[src/rtl/pc_fetch_ctrl.sv]
// Fetch sequencer: owns the PC, drives the instruction-memory handshake, redirects on branches.
// Optional feature: define PC_ALIGN_TRAP_EN to trap misaligned branch targets to TRAP_VECTOR.
module pc_fetch_ctrl #(
    parameter logic [31:0] RESET_VECTOR = 32'h0000_0000,
    parameter logic [31:0] TRAP_VECTOR  = 32'h0000_0010
) (
    input  logic        clk,
    input  logic        rst_n,
    input  logic        br_taken,
    input  logic [31:0] br_target,
    input  logic        stall,
    input  logic        imem_ack,
    input  logic [31:0] imem_rdata,
    output logic        imem_req,
    output logic [31:0] imem_addr,
    output logic        instr_valid,
    output logic [31:0] instr,
    output logic [31:0] instr_pc,
    output logic        trap
);

    localparam logic [1:0] IDLE  = 2'd0;
    localparam logic [1:0] REQ   = 2'd1;
    localparam logic [1:0] FULL  = 2'd2;
    localparam logic [1:0] DRAIN = 2'd3;

    logic [1:0]  state_q, state_d;
    logic [31:0] pc_q, pc_d;
    logic [31:0] instr_q, instr_d;
    logic [31:0] instr_pc_q, instr_pc_d;
    logic        instr_valid_q, instr_valid_d;
    logic [31:0] pend_instr_q, pend_instr_d;
    logic [31:0] pend_pc_q, pend_pc_d;
    logic        trap_q, trap_d;

    logic        consume;
    logic        slot_free;
    logic        redirect_trap;
    logic [31:0] redirect_pc;

`ifdef PC_ALIGN_TRAP_EN
    assign redirect_trap = (br_target[1:0] != 2'b00);
`else
    logic unused_target_lsbs;
    assign unused_target_lsbs = ^br_target[1:0];
    assign redirect_trap      = 1'b0;
`endif
    assign redirect_pc = redirect_trap ? TRAP_VECTOR : {br_target[31:2], 2'b00};

    assign consume   = instr_valid_q && !stall;
    assign slot_free = !instr_valid_q || consume;

    // NOTE: every variable gets a default before the branches, so no path leaves one unassigned and no latch is inferred.
    always_comb begin
        state_d       = state_q;
        pc_d          = pc_q;
        instr_d       = instr_q;
        instr_pc_d    = instr_pc_q;
        instr_valid_d = instr_valid_q && !consume;
        pend_instr_d  = pend_instr_q;
        pend_pc_d     = pend_pc_q;
        trap_d        = 1'b0;

        if (br_taken) begin
            pc_d          = redirect_pc;
            instr_valid_d = 1'b0;
            trap_d        = redirect_trap;
            // An un-acked request must finish at its original address before fetching the target.
            if (state_q == REQ && !imem_ack) begin
                pend_pc_d = pc_q;
                state_d   = DRAIN;
            end else if (state_q == DRAIN && !imem_ack) begin
                state_d = DRAIN;
            end else begin
                state_d = REQ;
            end
        end else begin
            case (state_q)
                IDLE: state_d = REQ;
                REQ: begin
                    if (imem_ack) begin
                        pc_d = pc_q + 32'd4;
                        if (slot_free) begin
                            instr_d       = imem_rdata;
                            instr_pc_d    = pc_q;
                            instr_valid_d = 1'b1;
                        end else begin
                            pend_instr_d = imem_rdata;
                            pend_pc_d    = pc_q;
                            state_d      = FULL;
                        end
                    end
                end
                FULL: begin
                    if (!stall) begin
                        instr_d       = pend_instr_q;
                        instr_pc_d    = pend_pc_q;
                        instr_valid_d = 1'b1;
                        state_d       = REQ;
                    end
                end
                DRAIN: begin
                    if (imem_ack) state_d = REQ;
                end
                default: state_d = IDLE;
            endcase
        end
    end

    // NOTE: sequential state uses non-blocking assignments so all registers update from pre-edge values.
    always_ff @(posedge clk) begin
        if (!rst_n) begin
            state_q       <= IDLE;
            pc_q          <= RESET_VECTOR;
            instr_q       <= 32'd0;
            instr_pc_q    <= 32'd0;
            instr_valid_q <= 1'b0;
            pend_instr_q  <= 32'd0;
            pend_pc_q     <= 32'd0;
            trap_q        <= 1'b0;
        end else begin
            state_q       <= state_d;
            pc_q          <= pc_d;
            instr_q       <= instr_d;
            instr_pc_q    <= instr_pc_d;
            instr_valid_q <= instr_valid_d;
            pend_instr_q  <= pend_instr_d;
            pend_pc_q     <= pend_pc_d;
            trap_q        <= trap_d;
        end
    end

    assign imem_req    = (state_q == REQ) || (state_q == DRAIN);
    assign imem_addr   = (state_q == DRAIN) ? pend_pc_q : pc_q;
    assign instr_valid = instr_valid_q;
    assign instr       = instr_q;
    assign instr_pc    = instr_pc_q;
    assign trap        = trap_q;

endmodule

[config.mk]
export PLATFORM = sky130hd
export DESIGN_NAME = pc_fetch_ctrl
export DESIGN_NICKNAME = d
export VERILOG_FILES = /design/src/rtl/pc_fetch_ctrl.sv
export SDC_FILE = /design/constraint.sdc
export NUM_CORES = 1
export LEC_CHECK = 0
export ABC_AREA = 1
export CORE_MARGIN = 2
export CORE_UTILIZATION = 25
export CTS_BUF_LIST = sky130_fd_sc_hd__clkbuf_8
export DETAILED_ROUTE_END_ITERATION = 8
export DONT_BUFFER_PORTS = 1
export PLACE_DENSITY = 0.39
export SLEW_MARGIN = 20
export SYNTH_ARGS = -nofsm -noshare
export SYNTH_HDL_FRONTEND = slang
export SYNTH_SLANG_ARGS = --single-unit
[constraint.sdc]
create_clock -name clk -period 2.3 [get_ports clk]
set_clock_uncertainty 0.15 [all_clocks]
set_input_delay 0.46 -clock clk [delete_from_list [all_inputs] [get_ports clk]]
set_output_delay 0.46 -clock clk [all_outputs]
set_load 0.02 [all_outputs]
==> impl_results.md, run 1 <==
- Slew Viols, Final: 0
- Met1 WL: between 10,000 and 15,000 um
- Worst Path Required: ~1.7 ns
- Total CTS buffers: 17
- GPL Wtd Cong: approximately 0.8
- Max-cap viol count: 0
- Post-synth cell types: 35
- Root Buffer: clkbuf_8
- Synth-to-Final Area Change: 20.9%
- EDFF count, synth: 0
- GRT overflow: 0
- FP Rows: 63
- Antenna-violating nets left: 0
- Critical Path AT: around 1.6 ns
- Hold_ws: about 0.032 ns
- Fin nets: between 1,000 and 1,500
- Initial antenna violation count: 2
- Path type of the worst min-delay path: input port to flip-flop
- Outcome: complete, no violations
- Power Density: between 700 and 800 mW/mm^2
- Drt pass-1 iters: 5
- Post-DP HPWL: 15,900 um
- Critical path's top delay family: flip-flops
- Commonest cells after routing, fill and taps aside: 198 x nand2_1, 177 x o21ai_0, 164 x nor2_1, 155 x dfxtp_1, 95 x inv_1
- Leakage: approximately 3.4 nW
- Synthesized area: between 0.007 and 0.008 mm^2
- CTS tree: done
- Dpl cell area: between 0.008 and 0.009 mm^2
- HP Start: br_target[8]
- F_max: approximately 450 MHz
- Initial Util: 0.253
- Die Span Y: about 180 um
- Slowest CP cell: dfxtp_2
- Most used flip-flop cell after synthesis: dfxtp_1
- CP endpoint kind: primary output
- Port bufs: 0
- Max VDD drop: around 0.00033 V
- Share of layout cells above drive strength 1: 0.0959
- Core Area: slightly below 0.03 mm^2
- Routed wl met3: 1260 um
- Crit Path Category: flip-flop to primary output
- CTS max path bufs: 2
- CP bufs+invs: 2
- Worst R2R Start: state_q[1]$_SDFFE_PN0P_
- Clk slew on worst S/H paths: 0.09 ns
- CTS Sinks: roughly 160
- Synthesis-stage register bit count: around 160
- Number of global-route vias before repair: 6,611
- First-pass GRT wire length: roughly 38,000 um
- Register Area: 0.00315 mm^2
- Fin crit period: roughly 2.2 ns
- Mapped Avg Cell Area: approximately 6.7 um^2
- Die area: approximately 0.031 mm^2
- IO Count: roughly 170
- GRT Util Overall: 0.157
- Critical Path Start Type: flip-flop
- Fin crit share: 0.965
- Detailed Route Iter0 Violations: 350
- Via total after detailed routing: between 7,000 and 8,000
- Die Wd: approximately 180 um
- DR DRC count: 0
- Final Hold Fails: 0
- Worst Setup SP: state_q[0]$_SDFFE_PN0P_
- Clk Latency, worst-skew pair: 0.46 ns
- Fill cells: 3,273
- Largest net degree at the start of global routing: about 130
- CTS H-tree lvls: 4
- Post-route setup TNS: 0 ns
- CP Cell Sequence: ha_4, buf_12, nand2_1, o21ai_1, buf_4
- Post-synthesis cell count: between 1,000 and 1,500
- Seq/Total Area, Yosys: 0.421
- RSZ-0062 raised after global routing: yes
- Overall power: 6.42 mW
- Design area: roughly 0.009 mm^2
- DRT Wirelength: 24,700 um
- Most common cell after layout, fill and taps aside: nand2_1
- Max layer used: met4
- Async set-reset flop share out of synthesis: 0
- Setup violations, final: 0
- Drt wl/cell: ~16 um
- Vias per cell: between 4 and 5
- Warnings, synthesis: 0
- Worst path max stage delay: approximately 0.37 ns
- Met2 wire length: ~12,000 um
- Multi-input gate area: around 0.0037 mm^2
- Worst-path maximum fanout: 20
[routing by layer]
metal | GRT usage | vias up
met5 | 0 | -
met4 | 0.0362 | 0
met3 | 0.0361 | 13
met2 | 0.262 | 157
met1 | 0.207 | 3225
li1 | - | 3671
[final timing paths]
path | end | slack, ns | cells after the start
setup / recovery | imem_addr[23] | 0.08 | 5
hold / removal | pc_q[8]$_SDFFE_PN0P_ | 0.03 | 2
setup reg to reg | instr[31]$_SDFFE_PN0P_ | 0.23 | 11
hold reg to reg | pc_q[29]$_SDFFE_PN0P_ | 0.34 | 2
[cells in the mapped netlist, types with 2 or more instances]
| cell type | n | area share |
|---|---|---|
| o21ai_0 | 199 | 0.13 |
| xor2_1 | 8 | 0.0094 |
| o211ai_1 | 3 | 0.0030 |
| nand2_1 | 198 | 0.10 |
| nor2_4 | 3 | 0.0045 |
| nand4_1 | 2 | 0.0017 |
| nor2_1 | 164 | 0.082 |
| o21ai_1 | 44 | 0.030 |
| clkbuf_1 | 43 | 0.022 |
| nand3_1 | 31 | 0.021 |
| a21oi_1 | 85 | 0.057 |
| ha_1 | 4 | 0.0067 |
| buf_4 | 11 | 0.011 |
| nor3_1 | 3 | 0.0020 |
| nor3b_1 | 2 | 0.0020 |
| inv_1 | 94 | 0.047 |
| inv_2 | 6 | 0.0030 |
| nor2_2 | 5 | 0.0042 |
| buf_2 | 20 | 0.013 |
| dfxtp_1 | 157 | 0.42 |
| a31oi_1 | 10 | 0.0084 |
[through the flow]
step	utilization	instances	setup WS (ns)
floorplan	-	1110	0.364
global placement	0.274	1472	0.242
detailed placement	0.274	1472	0.227
CTS	0.305	1547	0.00624
global route	0.306	1548	-0.00351
finish	0.306	1549	0.0816
[power by group]
part           internal (mW)  leakage, nW  switching [mW]
Sequential              2.91         1.29           0.285
Clock                   1.10        0.202            1.15
Combinational          0.361         1.94           0.605
Total                   4.37         3.43            2.04
[registers in the layout, indices dropped and copies added, names as in the netlist]
| register | flops |
|---|---|
| instr | 32 |
| pend_instr_q | 32 |
| instr_pc | 30 |
| pc_q | 30 |
| pend_pc_q | 30 |
| state_q | 2 |
| instr_valid | 1 |
[worst register-to-register path, cell delays in order, from the launching register on]
cell and delay (ns):
dfxtp_4 0.37, buf_4 0.13, inv_1 0.04, ha_1 0.19, inv_2 0.07, o21ai_1 0.06, inv_1 0.10, nand4_4 0.28
inv_2 0.21, buf_12 0.20, nor2_1 0.07, nor2_1 0.12
[cell type report]
| type | instances | share of cell area |
|---|---|---|
| multi-input cells | 777 | 0.405 |
| clock inverters | 14 | 0.0187 |
| clock buffers | 18 | 0.0275 |
| inverters | 101 | 0.0420 |
| flip-flops and latches | 157 | 0.349 |
| repair buffers | 91 | 0.104 |
| well taps | 390 | 0.0541 |
| diodes | 1 | 0.000277 |
[kinds of logic (layout without fill, tap and decap cells)]
group | after synthesis | in the layout | synth area share
other | 1 | 6 | 0.000502
buffers and inverters | 176 | 224 | 0.0976
AOI/OAI and AO/OA | 346 | 346 | 0.238
adders and majority gates | 4 | 4 | 0.00671
and+or+nand+nor | 414 | 414 | 0.227
DFF | 157 | 157 | 0.421
xor gates and xnor gates | 8 | 8 | 0.00939
[timing repair]
action,in CTS,in global routing
cloned,1,0
hold buffers,41,1
endpoints found under the setup margin,31,7
gates resized for setup,29,7
setup buffers,1,0
endpoints found under the hold margin,113,1
pin swaps,0,1
(Power assumes the default switching activity.)
==> run 2: changes to the inputs <==
--- a/config.mk
+++ b/config.mk
@@ -11,7 +11,8 @@
 export CTS_BUF_LIST = sky130_fd_sc_hd__clkbuf_8
 export DETAILED_ROUTE_END_ITERATION = 8
 export DONT_BUFFER_PORTS = 1
-export PLACE_DENSITY = 0.39
+export PLACE_DENSITY_LB_ADDON = 0.15
+export RECOVER_POWER = 100
 export SLEW_MARGIN = 20
 export SYNTH_ARGS = -nofsm -noshare
 export SYNTH_HDL_FRONTEND = slang
==> impl_results.md, run 2 (synthesis gave the netlist of run 1 again) <==
- Post-CTS Setup Bufs: 0 (-1)
- CTS tree: done
- Core Area: 0.0295 mm^2 (unchanged)
- Final Hold Fails: 0 (unchanged)
- Slew @ Worst Pin: around 0.59 ns
- Power Density: 703 mW/mm^2 (-1.1%)
- Worst Path Required: 1.69 ns (about the same)
- Post-Route Utilization: 0.306 (about the same)
- Fin crit share: 0.984 (+0.0193)
- First-pass GRT wire length: 37,700 um (about the same)
- Max VDD drop: 0.000291 V (-11%)
- Crit Path Category: flip-flop to primary output
- Initial antenna violation count: 2 (unchanged)
- Commonest cells after routing, fill and taps aside: 198 x nand2_1, 179 x o21ai_0, 164 x nor2_1, 155 x dfxtp_1, 93 x inv_1
- Design area: 0.00902 mm^2 (about the same)
- CP endpoint kind: primary output
- Detailed Route Iter0 Violations: 333 (-4.9%)
- F_max: 442 MHz (-2.0%)
- Drt wl/cell: 15.9 um (about the same)
- GPL Wtd Cong: 0.806 (-0.12%)
- Most common cell after layout, fill and taps aside: nand2_1
- Initial Util: 0.253 (unchanged)
- Drt pass-1 iters: 5 (unchanged)
- Hold_ws: 0.0465 ns (+0.0147 ns)
- Antenna-violating nets left: 0 (unchanged)
- Die area: 0.0313 mm^2 (unchanged)
- Path type of the worst min-delay path: input port to flip-flop
- Max-cap viol count: 0 (unchanged)
- DR DRC count: 0 (unchanged)
- RSZ-0062 raised after global routing: yes
- Critical Path Start Type: flip-flop
- Dpl cell area: 0.00806 mm^2 (-0.12%)
- Fill cells: 3,294 (+0.64%)
- CP bufs+invs: 2 (unchanged)
- Leakage: 3.42 nW (-0.36%)
- Root Buffer: clkbuf_8
- GRT Util Overall: 0.156 (-0.00139)
- Outcome: complete, no violations
- Die Wd: 177 um (unchanged)
- CTS Sinks: 157 (unchanged)
- GRT overflow: 0 (unchanged)
- Post-DP HPWL: 16,000 um (+0.41%)
- Share of layout cells above drive strength 1: 0.0945 (-0.00135)
- FP Rows: 63 (unchanged)
- Critical Path AT: 1.65 ns (+0.04 ns)
- Port bufs: 0 (unchanged)
- Worst path max stage delay: 0.38 ns (about the same)
- Setup violations, final: 0 (unchanged)
- Critical path's top delay family: flip-flops
- Slew Viols, Final: 0 (unchanged)
- CTS max path bufs: 2 (unchanged)
- Slew HR: 0.606
- Vias per cell: 4.58 (+0.37%)
- Synth-to-Final Area Change: 20.8% (about the same)
- Worst-path maximum fanout: 15 (-25%)
- Number of global-route vias before repair: 6,409 (-3.1%)
- Die Span Y: 177 um (unchanged)
- Slowest CP cell: dfxtp_4
- Clk Latency, worst-skew pair: 0.47 ns (about the same)
- Via total after detailed routing: 7,115 (+0.69%)
- Clk slew on worst S/H paths: 0.10 ns (about the same)
- CTS H-tree lvls: 4 (unchanged)
- Total CTS buffers: 17 (unchanged)
- Fin nets: 1,225 (+0.57%)
- DRT Wirelength: 24,800 um (+0.36%)
- Largest net degree at the start of global routing: 122 (-3.2%)
- Fin crit period: 2.26 ns (+0.0444 ns)
- IO Count: 168 (unchanged)
- N_diodes: 0 (-1)
- CP Cell Sequence: ha_4, clkbuf_16, o21ai_1, buf_4
==> run 2: path summary, 6_finish.rpt <==
| check | from | to | slack (ns) | depth (start not counted) |
|---|---|---|---|---|
| setup / recovery | state_q[1]$_SDFFE_PN0P_ | imem_addr[18] | 0.04 | 4 |
| hold / removal | br_target[17] | pc_q[17]$_SDFFE_PN0P_ | 0.05 | 2 |
| setup reg to reg | state_q[1]$_SDFFE_PN0P_ | pc_q[3]$_SDFFE_PN0P_ | 0.20 | 9 |
| hold reg to reg | pc_q[29]$_SDFFE_PN0P_ | pc_q[29]$_SDFFE_PN0P_ | 0.33 | 2 |
==> run 2: per-layer routing <==
metal | track usage | up-vias | wire length (um)
li1 | - | 3681 | -
met1 | 0.205 | 3259 | 11600
met2 | 0.255 | 160 | 11600
met3 | 0.0399 | 13 | 1320
met4 | 0.0386 | 2 | 221
met5 | 0 | - | 16
==> run 2: cell type report <==
class                   count  area [um^2]  area share
well taps                 390          488      0.0541
clock inverters            14          161      0.0179
multi-input cells         778         3650       0.404
clock buffers              17          234      0.0259
repair buffers             97          957       0.106
inverters                 101          382      0.0423
flip-flops and latches    157         3150       0.349
==> run 2: through the flow <==
step / setup TNS, ns / cells / setup WS, ns / power, mW
after CTS: -0.137 / 1552 / -0.0301 / 6.46
after detailed placement: 0 / 1474 / 0.0395 / 4.11
after global routing: -0.292 / 1554 / -0.0549 / 6.73
after floorplan: 0 / 1110 / 0.364 / 3.85
final: 0 / 1554 / 0.0371 / 6.34
after global placement: 0 / 1474 / 0.0892 / 4.10
==> run 2: where the power goes <==
group          internal [mW]  leakage [nW]  switching (mW)
Combinational          0.356          1.94           0.601
Clock                  0.982         0.190            1.21
Sequential              2.91          1.29           0.286
==> run 2: repair_timing <==
item                                    CTS  global route
endpoints found under the hold margin   131             0
hold buffers                             46             0
resized for setup                        19            11
endpoints found under the setup margin   31            42
gates cloned                              1             2
pin swaps                                 0             2
==> run 3: changes to the inputs <==
--- a/config.mk
+++ b/config.mk
@@ -6,11 +6,12 @@
 export NUM_CORES = 1
 export LEC_CHECK = 0
 export ABC_AREA = 1
-export CORE_MARGIN = 2
+export CORE_MARGIN = 1
 export CORE_UTILIZATION = 25
 export CTS_BUF_LIST = sky130_fd_sc_hd__clkbuf_8
 export DETAILED_ROUTE_END_ITERATION = 8
 export DONT_BUFFER_PORTS = 1
+export HOLD_SLACK_MARGIN = 0.05
 export PLACE_DENSITY_LB_ADDON = 0.15
 export RECOVER_POWER = 100
 export SLEW_MARGIN = 20
==> impl_results.md, run 3 (synthesis gave the netlist of run 1 again) <==
- Outcome: complete, no violations
- Root Buffer: clkbuf_8
- Commonest cells after routing, fill and taps aside: 216 x o21ai_0, 199 x nand2_1, 168 x nor2_1, 155 x dfxtp_1, 96 x inv_1
- Hold_ws: 0.0983 ns (+0.0518 ns)
- Fin crit period: 2.24 ns (-0.0232 ns)
- Critical Path Start Type: flip-flop
- Crit Path Category: flip-flop to primary output
- Die Span Y: 175 um (-1.1%)
- Drt pass-1 iters: 5 (unchanged)
- Int Pwr: 4.05 mW (-4.7%)
- Drt wl/cell: 15.5 um (-2.6%)
- Die Wd: 175 um (-1.1%)
- Share of power burned in registers: 0.523 (+0.019)
- Port bufs: 0 (unchanged)
- Largest net degree at the start of global routing: 132 (+8.2%)
- Setup violations, final: 0 (unchanged)
- Fin nets: 1,232 (+0.57%)
- Fin crit share: 0.974 (-0.0101)
- Power Density: 682 mW/mm^2 (-3.0%)
- Worst Path Required: 1.69 ns (about the same)
- Initial Util: 0.257 (+0.00408)
- Psw: 2.06 mW (-1.7%)
- CTS H-tree lvls: 4 (unchanged)
- Clk slew on worst S/H paths: 0.10 ns (about the same)
- Slew HR: 0.319 (-0.288)
- CP endpoint kind: primary output
- CP Cell Sequence: ha_4, buf_6, o21ai_0, clkbuf_2
- Post-route setup TNS: 0 ns (unchanged)
- GRT overflow: 0 (unchanged)
- Via total after detailed routing: 7,110 (-0.070%)
- Initial antenna violation count: 0 (-2)
- Fill cells: 3,237 (-1.7%)
- Max VDD drop: 0.000311 V (+6.8%)
- First-pass GRT wire length: 36,600 um (-2.8%)
- Post-DP HPWL: 15,800 um (-1.2%)
- Vias per cell: 4.57 (-0.13%)
- Gate power share: 0.154 (+0.003)
- CTS tree: done
- Clk Latency, worst-skew pair: 0.46 ns (about the same)
- Worst path max stage delay: 0.38 ns (about the same)
- Core Area: 0.0290 mm^2 (-1.6%)
- IO Count: 168 (unchanged)
- Most common cell after layout, fill and taps aside: o21ai_0
- DRT Wirelength: 24,100 um (-2.5%)
- Synth-to-Final Area Change: 19.9%
- Slowest CP cell: dfxtp_4
- Slew Viols, Final: 0 (unchanged)
- Worst-path maximum fanout: 20 (+5)
- FP Rows: 62 (-1.6%)
- Final Hold Fails: 0 (unchanged)
- Switching share of power: 0.337 (+0.00690)
- RSZ-0062 raised after global routing: no
- N_diodes: 0 (unchanged)
- Antenna-violating nets left: 0 (unchanged)
- DR DRC count: 0 (unchanged)
- F_max: 446 MHz (+1.0%)
- Clock group share of total power: 0.323 (-0.022)
- Total CTS buffers: 17 (unchanged)
- Path type of the worst min-delay path: input port to flip-flop
- GRT Util Overall: 0.153 (-0.00313)
- CTS max path bufs: 2 (unchanged)
- Critical Path AT: 1.63 ns (-0.02 ns)
- Share of layout cells above drive strength 1: 0.0854 (-0.00910)
- GPL Wtd Cong: 0.854 (+5.9%)
- Detailed Route Iter0 Violations: 445 (+34%)
- Die area: 0.0305 mm^2 (-2.3%)
- Slew @ Worst Pin: 1.02 ns (+0.432 ns)
- Multi-input gate area: 0.00362 mm^2 (-0.72%)
- Number of global-route vias before repair: 6,527 (+1.8%)
- CTS Sinks: 157 (unchanged)
- Leakage: 3.39 nW (-0.76%)
- Max-cap viol count: 0 (unchanged)
- Register Area: 0.00315 mm^2 (about the same)
[run 3: cell types whose count changed in the layout (fill, tap and decap cells not counted), sizes merged]
cell / previous run / this run
clkbuf: 19 / 45
a21oi: 87 / 86
clkinvlp: 3 / 7
bufinv: 2 / 0
buf: 50 / 25
dlygate4sd3: 45 / 53
clkinv: 5 / 2
[run 3: area by class of cell]
type,instances,area share
tap,384,0.0537
timing repair buffer,105,0.108
inverter,101,0.0423
sequential,157,0.352
clock buffer,18,0.0277
multi-input combinational,777,0.404
clock inverter,13,0.0120
[run 3: layer usage]
metal  up-vias  track usage  wire, um
met3        22       0.0326      1140
met5         -            0         0
met4         0       0.0395       253
met2       172        0.247     11200
met1      3225        0.205     11500
li1       3691            -         -
[run 3: metrics by stage]
stage / area [um^2] / power, mW / cells / setup slack, ns / utilization
final: 8950 / 6.11 / 1555 / 0.0603 / 0.309
after global routing: 8950 / 6.48 / 1555 / 0.00704 / 0.309
after CTS: 8910 / 6.19 / 1545 / 0.00792 / 0.307
after detailed placement: 8070 / 4.12 / 1467 / 0.266 / 0.278
after global placement: 8070 / 4.11 / 1467 / 0.292 / 0.278
after floorplan: 7480 / 3.85 / 1110 / 0.364 / -
[run 3: timing repair]
item                                   4_1_cts  5_1_grt
gates cloned                                 0        2
buffers inserted                             0        2
resized for setup                            7       15
hold buffers                                47        7
endpoints found under the hold margin      138      101
setup endpoints to repair                   29       12
pin swaps                                    0        0
[run 3: final timing paths]
path	startpoint	to	slack (ns)	cells past startpoint
max reg2reg	state_q[0]$_SDFFE_PN0P_	instr_pc[2]$_SDFFE_PN0P_	0.17	7
max	state_q[1]$_SDFFE_PN0P_	imem_addr[30]	0.06	4
min reg2reg	pc_q[29]$_SDFFE_PN0P_	pc_q[29]$_SDFFE_PN0P_	0.34	2
min	br_taken	pc_q[24]$_SDFFE_PN0P_	0.1	4
[run 3: power by group through the flow]
stage	registers, mW	logic, mW	clock network [mW]
floorplan	3.21	0.633	0
global placement	3.26	0.844	0
detailed placement	3.26	0.852	0
CTS	3.20	0.930	2.06
global route	3.22	1.07	2.18
finish	3.20	0.939	1.97
[run 3: critical path, delay by kind of cell (launching register included)]
family,cells,cell delay [ns]
AOI/OAI and AO/OA,1,0.22
adders and majority gates,1,0.20
buffers and inverters,2,0.38
DFF,1,0.38
